<file path="src/rtl/cpu_pkg.sv">
// cpu_pkg: widths, halt encoding and fetch state shared across pipeline stages
package cpu_pkg;
   localparam int ADDR_WIDTH = 8;
   localparam int INSTR_WIDTH = 8;
   localparam logic [INSTR_WIDTH-1:0] HALT_INSTR = 8'hFF;
   typedef enum logic {FETCH, HALTED} fetch_state_t;
endpackage

</file>
<file path="src/rtl/program_counter.sv">
// program_counter: PC register with reset, even-forced load, step increment and hold
module program_counter #(
   parameter int ADDR_WIDTH = 8,
   parameter int PC_STEP = 2,
   parameter logic [ADDR_WIDTH-1:0] RESET_PC = '0
) (
   input  logic                  clk,
   input  logic                  reset,
   input  logic                  load_i,
   input  logic [ADDR_WIDTH-1:0] target_i,
   input  logic                  inc_i,
   output logic [ADDR_WIDTH-1:0] pc_o
);
   logic [ADDR_WIDTH-1:0] pc_q, pc_d;
   // Slots are 2-byte aligned, so the low target bit is cleared on load
   always_comb pc_d = load_i ? (target_i & ~ADDR_WIDTH'(1)) : inc_i ? pc_q + ADDR_WIDTH'(PC_STEP) : pc_q;
   always_ff @(posedge clk) pc_q <= reset ? RESET_PC : pc_d;
   assign pc_o = pc_q;
endmodule

</file>
<file path="src/rtl/fetch_unit.sv">
// fetch_unit: instruction fetch with IF/ID register, valid/ready handoff, branch flush and halt
module fetch_unit #(
   parameter int ADDR_WIDTH = cpu_pkg::ADDR_WIDTH,
   parameter int INSTR_WIDTH = cpu_pkg::INSTR_WIDTH,
   parameter int PC_STEP = 2,
   parameter logic [ADDR_WIDTH-1:0] RESET_PC = '0,
   parameter logic [INSTR_WIDTH-1:0] HALT_INSTR = cpu_pkg::HALT_INSTR
) (
   input  logic                   clk,
   input  logic                   reset,
   output logic [ADDR_WIDTH-1:0]  pc_address,
   input  logic [INSTR_WIDTH-1:0] mem_instruction,
   input  logic                   branch_valid,
   input  logic [ADDR_WIDTH-1:0]  branch_target,
   input  logic                   id_ready,
   output logic                   if_valid,
   output logic [INSTR_WIDTH-1:0] if_instruction,
   output logic [ADDR_WIDTH-1:0]  if_pc,
   output logic                   halted
);
   import cpu_pkg::fetch_state_t;
   import cpu_pkg::FETCH;
   import cpu_pkg::HALTED;
   fetch_state_t state_q;
   logic valid_q, halted_q;
   logic [INSTR_WIDTH-1:0] instr_q;
   logic [ADDR_WIDTH-1:0] ifpc_q;
   logic fetching, adv, is_halt;
   assign fetching = state_q == FETCH;
   assign adv = !valid_q || id_ready;
   assign is_halt = mem_instruction == HALT_INSTR;
   program_counter #(.ADDR_WIDTH(ADDR_WIDTH), .PC_STEP(PC_STEP), .RESET_PC(RESET_PC)) u_pc (
      .clk(clk),
      .reset(reset),
      .load_i(fetching && branch_valid),
      .target_i(branch_target),
      .inc_i(fetching && !branch_valid && adv && !is_halt),
      .pc_o(pc_address)
   );
   always_ff @(posedge clk) begin
      if (reset) begin
         state_q <= FETCH;
         valid_q <= 1'b0;
         instr_q <= '0;
         ifpc_q <= '0;
         halted_q <= 1'b0;
      end else if (fetching) begin
         if (branch_valid) valid_q <= 1'b0;
         else if (adv) begin
            instr_q <= mem_instruction;
            ifpc_q <= pc_address;
            valid_q <= 1'b1;
            if (is_halt) begin
               state_q <= HALTED;
               halted_q <= 1'b1;
            end
         end
      end else if (id_ready) valid_q <= 1'b0;
   end
   assign if_valid = valid_q;
   assign if_instruction = instr_q;
   assign if_pc = ifpc_q;
   assign halted = halted_q;
endmodule
</file>
<file path="config.mk">
export PLATFORM = sky130hd
export DESIGN_NAME = fetch_unit
export DESIGN_NICKNAME = d
export VERILOG_FILES = /design/src/rtl/cpu_pkg.sv /design/src/rtl/program_counter.sv /design/src/rtl/fetch_unit.sv
export SDC_FILE = /design/constraint.sdc
export NUM_CORES = 1
export LEC_CHECK = 0
export BUFFER_PORTS_ARGS = -buffer_cell sky130_fd_sc_hd__buf_2
export CAP_MARGIN = 20
export CORE_UTILIZATION = 45
export DETAILED_ROUTE_END_ITERATION = 10
export PLACE_DENSITY = 0.72
export RECOVER_POWER = 50
export SETUP_SLACK_MARGIN = 0.05
export SKIP_CTS_REPAIR_TIMING = 1
export SYNTH_ARGS = -nofsm -noshare
export SYNTH_HDL_FRONTEND = slang
export SYNTH_SLANG_ARGS = --single-unit
</file>
<file path="constraint.sdc">
create_clock -name clk -period 1.9 [get_ports clk]
set_clock_uncertainty 0.15 [all_clocks]
set_input_delay 0.38 -clock clk [delete_from_list [all_inputs] [get_ports clk]]
set_output_delay 0.38 -clock clk [all_outputs]
set_load 0.05 [all_outputs]
</file>
* Yosys cells after proc, flatten, opt, wreduce, memory -nomap -nowiden
Cells that the tools add are included.
** Cells by class
- Add/subtract/negate cells :: 1
- Equal/unequal tests :: 2
- Mux-type cells :: 10
- Bitwise gates (word level) :: 2
- Reductions and logical operators :: 14
** Operators by type and width (number)
- $mux W8 :: 2
- $add A8 B2 Y8 const B :: 1
- $eq A8 B8 Y1 const B :: 1
- $mux W1 :: 8
- $logic_and A1 B1 Y1 :: 4
- $reduce_and A4 Y1 :: 1
- $logic_not A1 Y1 :: 3
- $reduce_and A3 Y1 :: 1
- $reduce_bool A3 Y1 :: 1
- $ne A2 B2 Y1 const B :: 1
- $not A1 Y1 :: 2
- $reduce_and A2 Y1 :: 1
- $reduce_bool A2 Y1 :: 1
- $reduce_or A2 Y1 :: 1
- $logic_or A1 B1 Y1 :: 1
** Storage, ports and cells
- Register bits :: 27
- Bits of input ports :: 20
- Output and inout port bits :: 26
- Logic and storage cells :: 36

* Logic depth before layout (Yosys ltp)
Gate-level depths: netlist (run 1).
- Depth after elaboration :: 6
- Depth in mapped cells :: 5
- Mapped depth without buffers :: 4

* Cells and area by module
From an unflattened synthesis (run 1), not the netlist that was laid out.
** Second synthesis, totals
- Cells, all modules :: 133
- Area total of the unflattened synthesis :: 1198.6 um2
** Modules (own cells, without submodules)
- fetch_unit :: instances 1, cells an instance 91, area an instance 850.8 um2, seq. area each 380.4 um2
- program_counter :: instances 1, cells an instance 42, area an instance 347.8 um2, seq. area each 140.1 um2

* Least setup slack after synthesis (run 1)
Ideal clock, no wire load.
- Path type :: register -> register
- Start point :: register u_pc.pc_q[1], in the netlist u_pc.pc_o[1]
- End point :: register u_pc.pc_q[5], in the netlist u_pc.pc_o[5]
- Library setup time :: 0.074 ns
- Arrival time :: 1.637 ns
- Required time :: 1.676 ns
- Path slack :: 0.039 ns
- Stages on the path, launching flop included :: 5
- Buffers on the path :: 0
- Period minus slack after synthesis :: 1.861 ns
- Path through :: dfxtp_1 > ha_1 > nand3_1 > or4_1 > a31oi_1
** Between the ends
- Longest elaborated chain between the ends :: 3
** RTL lines
- start: declaration :: line program_counter.sv:14 : logic [ADDR_WIDTH-1:0] pc_q, pc_d;
- start signal: assignment :: line program_counter.sv:17 : always_ff @(posedge clk) pc_q <= reset ? RESET_PC : pc_d;
- $add A8 B2 Y8 :: line program_counter.sv:16 : always_comb pc_d = load_i ? (target_i & ~ADDR_WIDTH'(1)) : inc_i ? pc_q + ADDR_WIDTH'(PC_STEP) : pc_q;
- $mux W8 (2 in a row) :: line program_counter.sv:16
No other way between the ends. The select of a mux whose other input is x is not followed.
A chain may end at the register's enable or synchronous reset.

* Worst setup path in the final report (run 1)
- Start point :: register u_pc.pc_q[5], in the netlist u_pc.pc_o[5]
- End point :: output port pc_address[5]
** RTL lines
- end: declaration :: line fetch_unit.sv:11 : output logic [ADDR_WIDTH-1:0] pc_address,
No word-level cell between the ends.

==> results.tsv, run 1 <==
stage	metric	value	unit
status	status	completed	
synthesis	post-synth-top-count-cell	nand2_1	
finish	nets	199	
routing	drt-wirelength-per-cell	12.5	um
synthesis	synth_commonest_cells	nand2_1 (32), dfxtp_1 (25), a21oi_1 (18)	
floorplan	die_h	51.2	um
synthesis	postSynth.asyncResetShare	0	%
grt	grt_use_met1	25.9	%
routing	dr.pass1.iters	4	
clocking	clk_pin_slew_worst_paths	0.14	ns
placed_design	port_buffers	42	
synthesis	synth.area.top_cells	dfxtp_1 (46%), nand2_1 (11%), a21oi_1 (8.3%), a211oi_1 (4.1%), nor2_1 (3.1%)	
synthesis	syn_area_per_cell	8.07	um^2
worst_setup_path	cp.required	1.37	ns
worst_setup_path	end_kind	output pin	
clocking	clk-insertion-delay-late	0.32	ns
sta	tns	0	ns
finish	drive_above_1_share	28.2	%
synthesis	synth.largest_area_cell	dfxtp_1	
synthesis	syn_area	1090	um^2
routing	via_per_inst	5.31	
worst_setup_path	cp-startpoint	u_pc.pc_o[5]	
floorplan	num_io_pins	46	
finish	fillers	228	
finish	insertedDiodeCount	0	
routing	drc	0	
sta	hold_viol	0	
routing	vias	1089	
worst_setup_path	crit_chain	buf_2	
clocking	cts_sinks	25	
clocking	cts_tree	yes	
clocking	cts.htree.levels	1	
worst_setup_path	worstReg2RegStart	u_pc.pc_o[3]	
grt	grt_pass1_vias	911	
synthesis	ys_warn_count	0	
finish	area_growth	23.1	%
synthesis	synth_edf_count	0	
routing	drtIter0Drc	16	
sta	finalSetupViolations	0	
finish	multi_input_area	541	um^2
clocking	cts_buffer_depth	2	
worst_setup_path	cp_max_fo	8	
synthesis	synth_flop_cell	dfxtp_1	
worst_setup_path	critical_path.top_delay_family	flip-flops	
routing	ant_nets	0	
clocking	numCtsBuffers	3	
grt	grt_use_met3	2.68	%
floorplan	core_area	2250	um^2
floorplan	start_util	48.3	%
sta	fmaxAchievable	0.593	GHz
power	p_leak	0.576	nW
worst_setup_path	cpMaxStageDelayCell	dfxtp_1	
synthesis	synth_cell_types	35	
grt	grt_pass1_wl	3930	um
finish	seq_area	503	um^2
worst_setup_path	slowest_delay	0.51	ns
sta	worst_slack	0.214	ns
grt	antenna_found_initial	0	
grt	grt_usage	19.8	%
routing	wl	2570	um
sta	slew_headroom	56.1	%
floorplan	core.rowCount	17	
clocking	root_buffer	clkbuf_4	
min_path	hp-class	in2reg	
sta	rsz0062_at_grt	no	
synthesis	synthCells	135	
job	drv_cap	0	
synthesis	ys_ff_latch	25	
worst_setup_path	cp.arrival	1.16	ns
synthesis	synth.top_cell.area_share	45.9	%
sta	tightest_slew	0.658	ns
worst_setup_path	worst-path-buf-inv	1	
floorplan	die_area	2620	um^2
placed_design	hpwl	1830	um
grt	top_usage_layer	met2	
placed_design	pre_cts_ws	0.165	ns
grt	use_met2	33.1	%
worst_setup_path	crit_type	reg2out	
sta	maxSlewViolCount	0	
synthesis	synth-seq-area-share	45.9	%
grt	gr-total-overflow	0	
placed_design	globalplace.congestion	0.786	
worst_setup_path	worst_setup_path_start_kind	flop	
min_path	hold_start	mem_instruction[1]	
power	vdd_drop_max	0.000446	V
sta	period_share	88.7	%
sta	min_period	1.69	ns
power	pwr_density_cell	802	nW/um^2
grt	grt_max_degree	26	
floorplan	die_w	51.2	um
## flip-flops by register name, summed over array words and instances (netlist names)
signal          flops
if_pc               7
state_q             1
if_valid            1
halted              1
if_instruction      8
u_pc.pc_o           7
## metrics by stage
stage,std cells,total power [mW],utilization (%),instance area [um^2],hold slack (ns)
4_1_cts,205,1.08,60.0,1350,0.145
6_report,205,1.08,59.5,1340,0.146
3_5_place_dp,201,0.841,58.7,1320,0.293
3_3_place_gp,201,0.838,58.7,1320,0.289
2_1_floorplan,136,0.773,-,1100,0.366
5_1_grt,205,1.12,59.5,1340,0.135
## cell type report
| cell class | instances | area share [%] |
|---|---|---|
| inverter | 2 | 0.560 |
| timing repair buffer | 45 | 16.8 |
| clock inverter | 1 | 0.560 |
| multi-input combinational | 101 | 40.3 |
| clock buffer | 3 | 1.68 |
| sequential | 25 | 37.5 |
| tap | 28 | 2.61 |
## worst paths after layout
kind                                     endpoint  slack (ns)  cells past startpoint
worst max-delay path                pc_address[5]        0.21                      1
worst min-delay path            if_instruction[1]        0.15                      3
worst max register to register       u_pc.pc_o[7]        0.30                      4
worst min register to register  if_instruction[0]        0.31                      2
## layer usage
metal | vias to the layer above | wire length (um)
li1 | 554 | -
met1 | 500 | 1190
met2 | 33 | 1220
met3 | 2 | 142
met4 | 0 | 16
met5 | - | 0
## kinds of logic after synthesis
family / synth area share, %
simple gates: 26.2
compound gates: 21.2
flops: 45.9
buf+inv: 4.36
xor+xnor: 0.804
fa+ha+maj: 1.15
other cells: 0.344
## report_power, final
part | switching, mW | internal (mW) | leakage (nW)
Sequential | 0.0280 | 0.553 | 0.206
Combinational | 0.179 | 0.0667 | 0.357
Clock | 0.168 | 0.0802 | 0.0139
## layout by cell type, fill, tap and decap left out, drive strengths merged
cell type	count
o311a	1
clkbuf	7
o31ai	1
nand3	2
o21bai	2
inv	2
o211ai	1
nand2	33
o211a	1
xnor2	1
or4	1
a211oi	6
o21ai	2
dfxtp	25
a2111oi	1
nand4	4
and2b	1
nor2b	1
nor3	3
a31oi	2
a21oi	18
clkinvlp	1
nor4	1
or3	2
buf	41
nand2b	2
conb	2
nor2	10
ha	1
and3	1
a41oi	1
(Power assumes the default switching activity.)
==> run 2: changes to the inputs <==
--- a/config.mk
+++ b/config.mk
@@ -7,7 +7,9 @@
 export LEC_CHECK = 0
 export BUFFER_PORTS_ARGS = -buffer_cell sky130_fd_sc_hd__buf_2
 export CAP_MARGIN = 20
-export CORE_UTILIZATION = 45
+export CELL_PAD_IN_SITES_DETAIL_PLACEMENT = 0
+export CELL_PAD_IN_SITES_GLOBAL_PLACEMENT = 1
+export CORE_UTILIZATION = 32
 export DETAILED_ROUTE_END_ITERATION = 10
 export PLACE_DENSITY = 0.72
 export RECOVER_POWER = 50
==> run 2 against run 1 <==
  * Die area is 39% higher
  * Clock-buffer cell count is the same
  * Largest cell class unchanged
  * Sequential power about the same
  * Highest routed layer unchanged
  * Critical path type unchanged
  * Worst setup slack improved by 0.021 ns
  * Sequential cell count stayed put
  * Non-clock buffer count grew 1
  * Hold slack gained 0.0073 ns
  * Largest power group unchanged
==> results.tsv, run 2 (synthesized netlist as in run 1, its figures left out) <==
stage	metric	value	unit	change
worst_setup_path	crit_chain	buf_2		unchanged
worst_setup_path	crit_cells	1		unchanged
power	pwr_density_cell	782	nW/um^2	was 802 nW/um^2
sta	rsz0062_at_grt	no		unchanged
floorplan	die_area	3640	um^2	was 2620 um^2
finish	largest_register_ffs	8		unchanged
worst_setup_path	critical_path.top_delay_family	flip-flops		unchanged
routing	drc	0		unchanged
worst_setup_path	worst_setup_path_start_kind	flop		unchanged
power	vdd_drop_max	0.000285	V	was 0.000446 V
power	pwr-share-seq	54.8	%	was 54.0%
clocking	cts_tree	yes		unchanged
finish	insertedDiodeCount	0		unchanged
routing	wl	2660	um	was 2570 um
placed_design	globalplace.congestion	0.766		was 0.786
worst_setup_path	cpMaxStageDelayCell	dfxtp_1		unchanged
routing	ant_nets	0		unchanged
placed_design	dp_cells	218		was 201
worst_setup_path	crit_type	reg2out		unchanged
grt	gr-total-overflow	0		unchanged
sta	tightest_slew	0.595	ns	was 0.658 ns
floorplan	core_area	3150	um^2	was 2250 um^2
min_path	whs_path_depth	3		unchanged
grt	grt_max_degree	26		unchanged
finish	area_growth	24.3	%	was 23.1%
sta	slew_headroom	60.5	%	was 56.1%
routing	vias	1096		was 1,089
finish	final_common_cell	buf_2		unchanged
routing	dr.pass1.iters	4		unchanged
floorplan	core.rowCount	20		was 17
sta	maxSlewViolCount	0		unchanged
status	status	completed		unchanged
power	combinationalPowerShare	23.3	%	was 22.9%
floorplan	die_h	60.4	um	was 51.2 um
power	switching_share	34.2	%	was 34.9%
floorplan	num_io_pins	46		unchanged
sta	tns	0	ns	unchanged
placed_design	hpwl	1950	um	was 1830 um
floorplan	start_util	34.6	%	was 48.3%
power	p_leak	0.581	nW	was 0.576 nW
sta	finalSetupViolations	0		unchanged
sta	fmaxAchievable	0.601	GHz	was 0.593 GHz
sta	worst_slack	0.235	ns	was 0.214 ns
sta	whs	0.154	ns	was 0.146 ns
placed_design	dpl_cell_area	1350	um^2	was 1320 um^2
finish	utilization	43.0	%	was 59.5%
power	switching_power	0.362	mW	was 0.376 mW
grt	antenna_found_initial	0		unchanged
worst_setup_path	slowest_delay	0.50	ns	was 0.51 ns
finish	stdcell_area	1360	um^2	was 1340 um^2
clocking	cts_buffer_depth	2		unchanged
sta	min_period	1.66	ns	was 1.69 ns
clocking	cts_sinks	25		unchanged
placed_design	port_buffers	42		unchanged
worst_setup_path	end_kind	output pin		unchanged
routing	drtIter0Drc	33		was 16
grt	grt_pass1_vias	945		was 911
finish	mostFrequentLayoutCells	buf_2 (38), nand2_1 (32), dfxtp_1 (23), a21oi_1 (18), nor2_1 (10)		was buf_2 (39), nand2_1 (32), dfxtp_1 (23), a21oi_1 (18), nor2_1 (9)
routing	via_per_inst	4.94		was 5.31
worst_setup_path	cp.arrival	1.13	ns	was 1.16 ns
power	finalPower	1.06	mW	was 1.08 mW
routing	drt-wirelength-per-cell	12.0	um	was 12.5 um
worst_setup_path	cp.required	1.37	ns	about the same
grt	grt_usage	15.8	%	was 19.8%
sta	hold_viol	0		unchanged
worst_setup_path	reg2regPathDepth	4		unchanged
power	p_int	0.698	mW	was 0.700 mW
floorplan	die_w	60.4	um	was 51.2 um
clocking	root_buffer	clkbuf_4		unchanged
grt	grt_pass1_wl	4320	um	was 3930 um
sta	period_share	87.6	%	was 88.7%
min_path	hp-class	in2reg		unchanged
finish	drive_above_1_share	27.5	%	was 28.2%
clocking	clk_pin_slew_worst_paths	0.13	ns	was 0.14 ns
clocking	clk-insertion-delay-late	0.31	ns	was 0.32 ns
worst_setup_path	cp_max_fo	8		unchanged
clocking	cts.htree.levels	1		unchanged
placed_design	pre_cts_ws	0.139	ns	was 0.165 ns
finish	nets	200		was 199
clocking	numCtsBuffers	3		unchanged
job	drv_cap	0		unchanged
worst_setup_path	worst-path-buf-inv	1		unchanged
power	clkPwrFrac	21.9	%	was 23.1%
finish	layout.cells.non_filler	222		was 205
[run 2: cell type report]
class                      count  area (um^2)
timing repair buffer          46          229
clock buffer                   3         22.5
fill                         356         1800
tap                           44         55.1
sequential                    25          503
clock inverter                 1         5.00
inverter                       2         7.51
multi-input combinational    101          533
[run 2: routing by layer]
| layer | GRT usage, % | share of wire, % |
|---|---|---|
| met2 | 25.1 | 46 |
| met3 | 2.56 | 5.4 |
| met1 | 21.8 | 47 |
| met4 | 4.98 | 0.94 |
| met5 | 0 | 0 |
[run 2: final timing paths]
check	from	end	slack [ns]
setup / recovery	u_pc.pc_o[5]	pc_address[5]	0.24
hold / removal	mem_instruction[7]	if_instruction[7]	0.15
hold reg to reg	if_pc[6]	if_pc[6]	0.31
setup reg to reg	state_q	u_pc.pc_o[3]	0.31
[run 2: power groups by stage]
| stage | clock network (mW) | logic (mW) | registers [mW] |
|---|---|---|---|
| 2_1_floorplan | 0 | 0.0900 | 0.683 |
| 3_5_place_dp | 0 | 0.254 | 0.593 |
| 4_1_cts | 0.247 | 0.254 | 0.581 |
| 3_3_place_gp | 0 | 0.251 | 0.592 |
| 5_1_grt | 0.275 | 0.268 | 0.586 |
| 6_report | 0.233 | 0.247 | 0.581 |
==> run 3: changes to the inputs <==
--- a/config.mk
+++ b/config.mk
@@ -9,12 +9,13 @@
 export CAP_MARGIN = 20
 export CELL_PAD_IN_SITES_DETAIL_PLACEMENT = 0
 export CELL_PAD_IN_SITES_GLOBAL_PLACEMENT = 1
-export CORE_UTILIZATION = 32
+export CORE_UTILIZATION = 34
 export DETAILED_ROUTE_END_ITERATION = 10
-export PLACE_DENSITY = 0.72
+export PLACE_DENSITY = 0.73
 export RECOVER_POWER = 50
 export SETUP_SLACK_MARGIN = 0.05
 export SKIP_CTS_REPAIR_TIMING = 1
 export SYNTH_ARGS = -nofsm -noshare
 export SYNTH_HDL_FRONTEND = slang
+export SYNTH_HIERARCHICAL = 1
 export SYNTH_SLANG_ARGS = --single-unit
==> run 3 against run 2 <==
  * Combinational power grew 2%
  * Sequential share of layout area shrank 1.2 points
  * Hold slack lost 0.040 ns
  * First-iteration DRC count shrank 39%
  * Register-to-register slack lost 0.11 ns
  * Cell count shrank 1.4%
  * Clock power grew 66%
  * Non-clock buffer count grew 1
  * Routed wire length grew 2.6%
  * Sequential power grew 3%
  * Die area grew 3.4%
==> results.tsv, run 3 <==
stage	metric	value	unit	change
finish	fillers	371		was 356
power	pwr_density_cell	843	nW/um^2	was 782 nW/um^2
routing	ant_nets	0		unchanged
clocking	numCtsBuffers	3		unchanged
sta	worst_slack	0.170	ns	was 0.235 ns
floorplan	die_w	61.4	um	was 60.4 um
worst_setup_path	worst_setup_path_start_kind	flop		unchanged
finish	mostFrequentLayoutCells	dfxtp_1 (23), buf_2 (23), clkbuf_1 (20), a21oi_1 (19), nand3_1 (16)		was buf_2 (38), nand2_1 (32), dfxtp_1 (23), a21oi_1 (18), nor2_1 (10)
clocking	clk-insertion-delay-late	0.33	ns	was 0.31 ns
synthesis	synth.largest_area_cell	dfxtp_1		unchanged
sta	whs	0.114	ns	was 0.154 ns
placed_design	port_buffers	43		was 42
worst_setup_path	cpMaxStageDelayCell	clkbuf_1		was dfxtp_1
grt	gr-total-overflow	0		unchanged
synthesis	ys_warn_count	6		was 0
finish	area_growth	22.4	%	was 24.3%
grt	grt_pass1_wl	4310	um	was 4320 um
finish	utilization	43.6	%	was 43.0%
routing	drt-wirelength-per-cell	12.5	um	was 12.0 um
power	p_leak	0.553	nW	was 0.581 nW
clocking	cts.htree.levels	1		unchanged
sta	fmaxAchievable	0.578	GHz	was 0.601 GHz
clocking	cts_tree	yes		unchanged
worst_setup_path	cp_max_fo	4		was 8
worst_setup_path	cp.required	1.37	ns	about the same
routing	vias	1099		was 1,096
finish	seq_area	527	um^2	was 503 um^2
synthesis	synth_flop_cell	dfxtp_1		unchanged
clocking	root_buffer	clkbuf_4		unchanged
worst_setup_path	crit_type	reg2out		unchanged
worst_setup_path	r2r_slack	0.20	ns	was 0.31 ns
power	vdd_drop_max	0.000271	V	was 0.000285 V
routing	drc	0		unchanged
finish	stdcell_area	1470	um^2	was 1360 um^2
synthesis	ys_ff_latch	26		was 25
min_path	hp-class	in2reg		unchanged
floorplan	die_h	61.4	um	was 60.4 um
worst_setup_path	crit_chain	clkbuf_1		was buf_2
synthesis	synth_cell_types	30		was 35
synthesis	synth_commonest_cells	dfxtp_1 (26), a21oi_1 (19), nand3_1 (16)		was nand2_1 (32), dfxtp_1 (25), a21oi_1 (18)
synthesis	post-synth-top-count-cell	dfxtp_1		was nand2_1
clocking	cts_buffer_depth	2		unchanged
synthesis	synth.top_cell.area_share	43.4	%	was 45.9%
grt	antenna_found_initial	0		unchanged
worst_setup_path	end_kind	output pin		unchanged
job	drv_cap	0		unchanged
routing	via_per_inst	5.02		was 4.94
sta	maxSlewViolCount	0		unchanged
sta	period_share	91.0	%	was 87.6%
floorplan	num_io_pins	46		unchanged
worst_setup_path	worst-path-buf-inv	1		unchanged
floorplan	core.rowCount	21		was 20
sta	tightest_slew	0.795	ns	was 0.595 ns
placed_design	dp_cells	215		was 218
routing	dr.pass1.iters	4		unchanged
synthesis	synthCells	133		was 135
status	status	completed		unchanged
worst_setup_path	reg2reg_to	u_pc/pc_o[7]		was u_pc.pc_o[3]
placed_design	hpwl	1950	um	about the same
floorplan	die_area	3770	um^2	was 3640 um^2
worst_setup_path	critical_path.top_delay_family	buffers and inverters		was flip-flops
routing	wl	2730	um	was 2660 um
worst_setup_path	slowest_delay	0.48	ns	was 0.50 ns
sta	slew_headroom	47.0	%	was 60.5%
clocking	clk_pin_slew_worst_paths	0.14	ns	was 0.13 ns
synthesis	synth-seq-area-share	43.4	%	was 45.9%
finish	multi_input_area	594	um^2	was 533 um^2
grt	grt_pass1_vias	981		was 945
placed_design	pre_cts_ws	-0.0306	ns	was 0.139 ns
grt	grt_usage	15.5	%	was 15.8%
synthesis	syn_area	1200	um^2	was 1090 um^2
worst_setup_path	cp.arrival	1.20	ns	was 1.13 ns
sta	min_period	1.73	ns	was 1.66 ns
floorplan	start_util	35.6	%	was 34.6%
routing	drtIter0Drc	20		was 33
finish	nets	195		was 200
placed_design	globalplace.congestion	0.761		was 0.766
synthesis	syn_area_per_cell	9.01	um^2	was 8.07 um^2
clocking	cts_sinks	26		was 25
finish	layout.cells.non_filler	219		was 222
finish	drive_above_1_share	29.5	%	was 27.5%
sta	finalSetupViolations	0		unchanged
synthesis	synthesis.nets	154		
placed_design	dpl_cell_area	1440	um^2	was 1350 um^2
synthesis	synth_edf_count	0		unchanged
sta	rsz0062_at_grt	no		unchanged
worst_setup_path	reg2regPathDepth	5		was 4
synthesis	synth.area.top_cells	dfxtp_1 (43%), a21oi_1 (7.9%), o21ai_2 (7.3%), nand3_1 (6.7%), o21ai_0 (3.3%)		was dfxtp_1 (46%), nand2_1 (11%), a21oi_1 (8.3%), a211oi_1 (4.1%), nor2_1 (3.1%)
worst_setup_path	crit_cells	1		unchanged
sta	hold_viol	0		unchanged
floorplan	core_area	3360	um^2	was 3150 um^2
finish	insertedDiodeCount	0		unchanged
synthesis	postSynth.asyncResetShare	0	%	unchanged
worst_setup_path	cp-startpoint	u_pc/pc_o[7]		was u_pc.pc_o[5]
worst_setup_path	cp-endpoint	pc_address[7]		was pc_address[5]
worst_setup_path	worstReg2RegStart	state_q		unchanged
grt	grt_max_degree	29		was 26
## run 3: cell count changes after synthesis, sizes merged, moves of 4 or more
cell   before  now
buf         4    9
nand2      33    7
nand3       2   16
o21ai       2   18
xor2        0    4
## run 3: cells by family (layout without fill, tap and decap cells)
group | after synthesis | in the layout | share of synthesized area [%]
buffers and inverters | 12 | 52 | 7.41
and+or+nand+nor | 44 | 44 | 19.3
adders and majority gates | 1 | 1 | 1.04
AOI/OAI and AO/OA | 44 | 44 | 24.6
DFF | 26 | 26 | 43.4
xor gates and xnor gates | 4 | 4 | 2.92
muxes | 1 | 1 | 0.939
other | 1 | 1 | 0.313
## run 3: tightest hold or removal path, stage by stage
cell	delay, ns
buf_2	0.09
nand2_1	0.05
a21oi_1	0.05
## run 3: worst min path at each step
| stage | startpoint | to | slack (ns) | depth (start not counted) |
|---|---|---|---|---|
| 6_report | branch_target[1] | u_pc/pc_o[1] | 0.11 | 3 |
| 5_1_grt | branch_target[1] | u_pc/pc_o[1] | 0.13 | 3 |
| 4_1_cts | branch_target[1] | u_pc/pc_o[1] | 0.11 | 3 |
| 3_5_place_dp | if_pc[4] | if_pc[4] | 0.30 | 2 |
| 3_3_place_gp | if_pc[0] | if_pc[0] | 0.30 | 2 |
| 2_1_floorplan | reset | u_pc/pc_o[1] | 0.29 | 1 |
## run 3: through the flow
step / TNS, ns / power (mW)
after floorplan: 0 / 0.807
after global placement: 0 / 0.865
after detailed placement: -0.0306 / 0.869
after CTS: 0 / 1.25
after global routing: 0 / 1.29
final: 0 / 1.24
## run 3: layout make-up
class | instances | area share, %
multi-input combinational | 95 | 40.5
timing repair buffer | 47 | 15.9
sequential | 26 | 35.9
clock inverter | 1 | 2.05
tap | 46 | 3.92
inverter | 1 | 0.256
clock buffer | 3 | 1.53
## run 3: report_power, final
part / switching (mW) / internal (mW) / leakage [nW]
Combinational: 0.185 / 0.0658 / 0.310
Clock: 0.173 / 0.214 / 0.0279
Sequential: 0.0243 / 0.575 / 0.215
## run 3: layer usage
layer  up-vias  wire (um)  track usage (%)
met2        28       1210             24.7
met1       511       1350             20.2
met5         -          0                0
met3         5        124             2.94
li1        555          -                -
met4         0         49             7.94
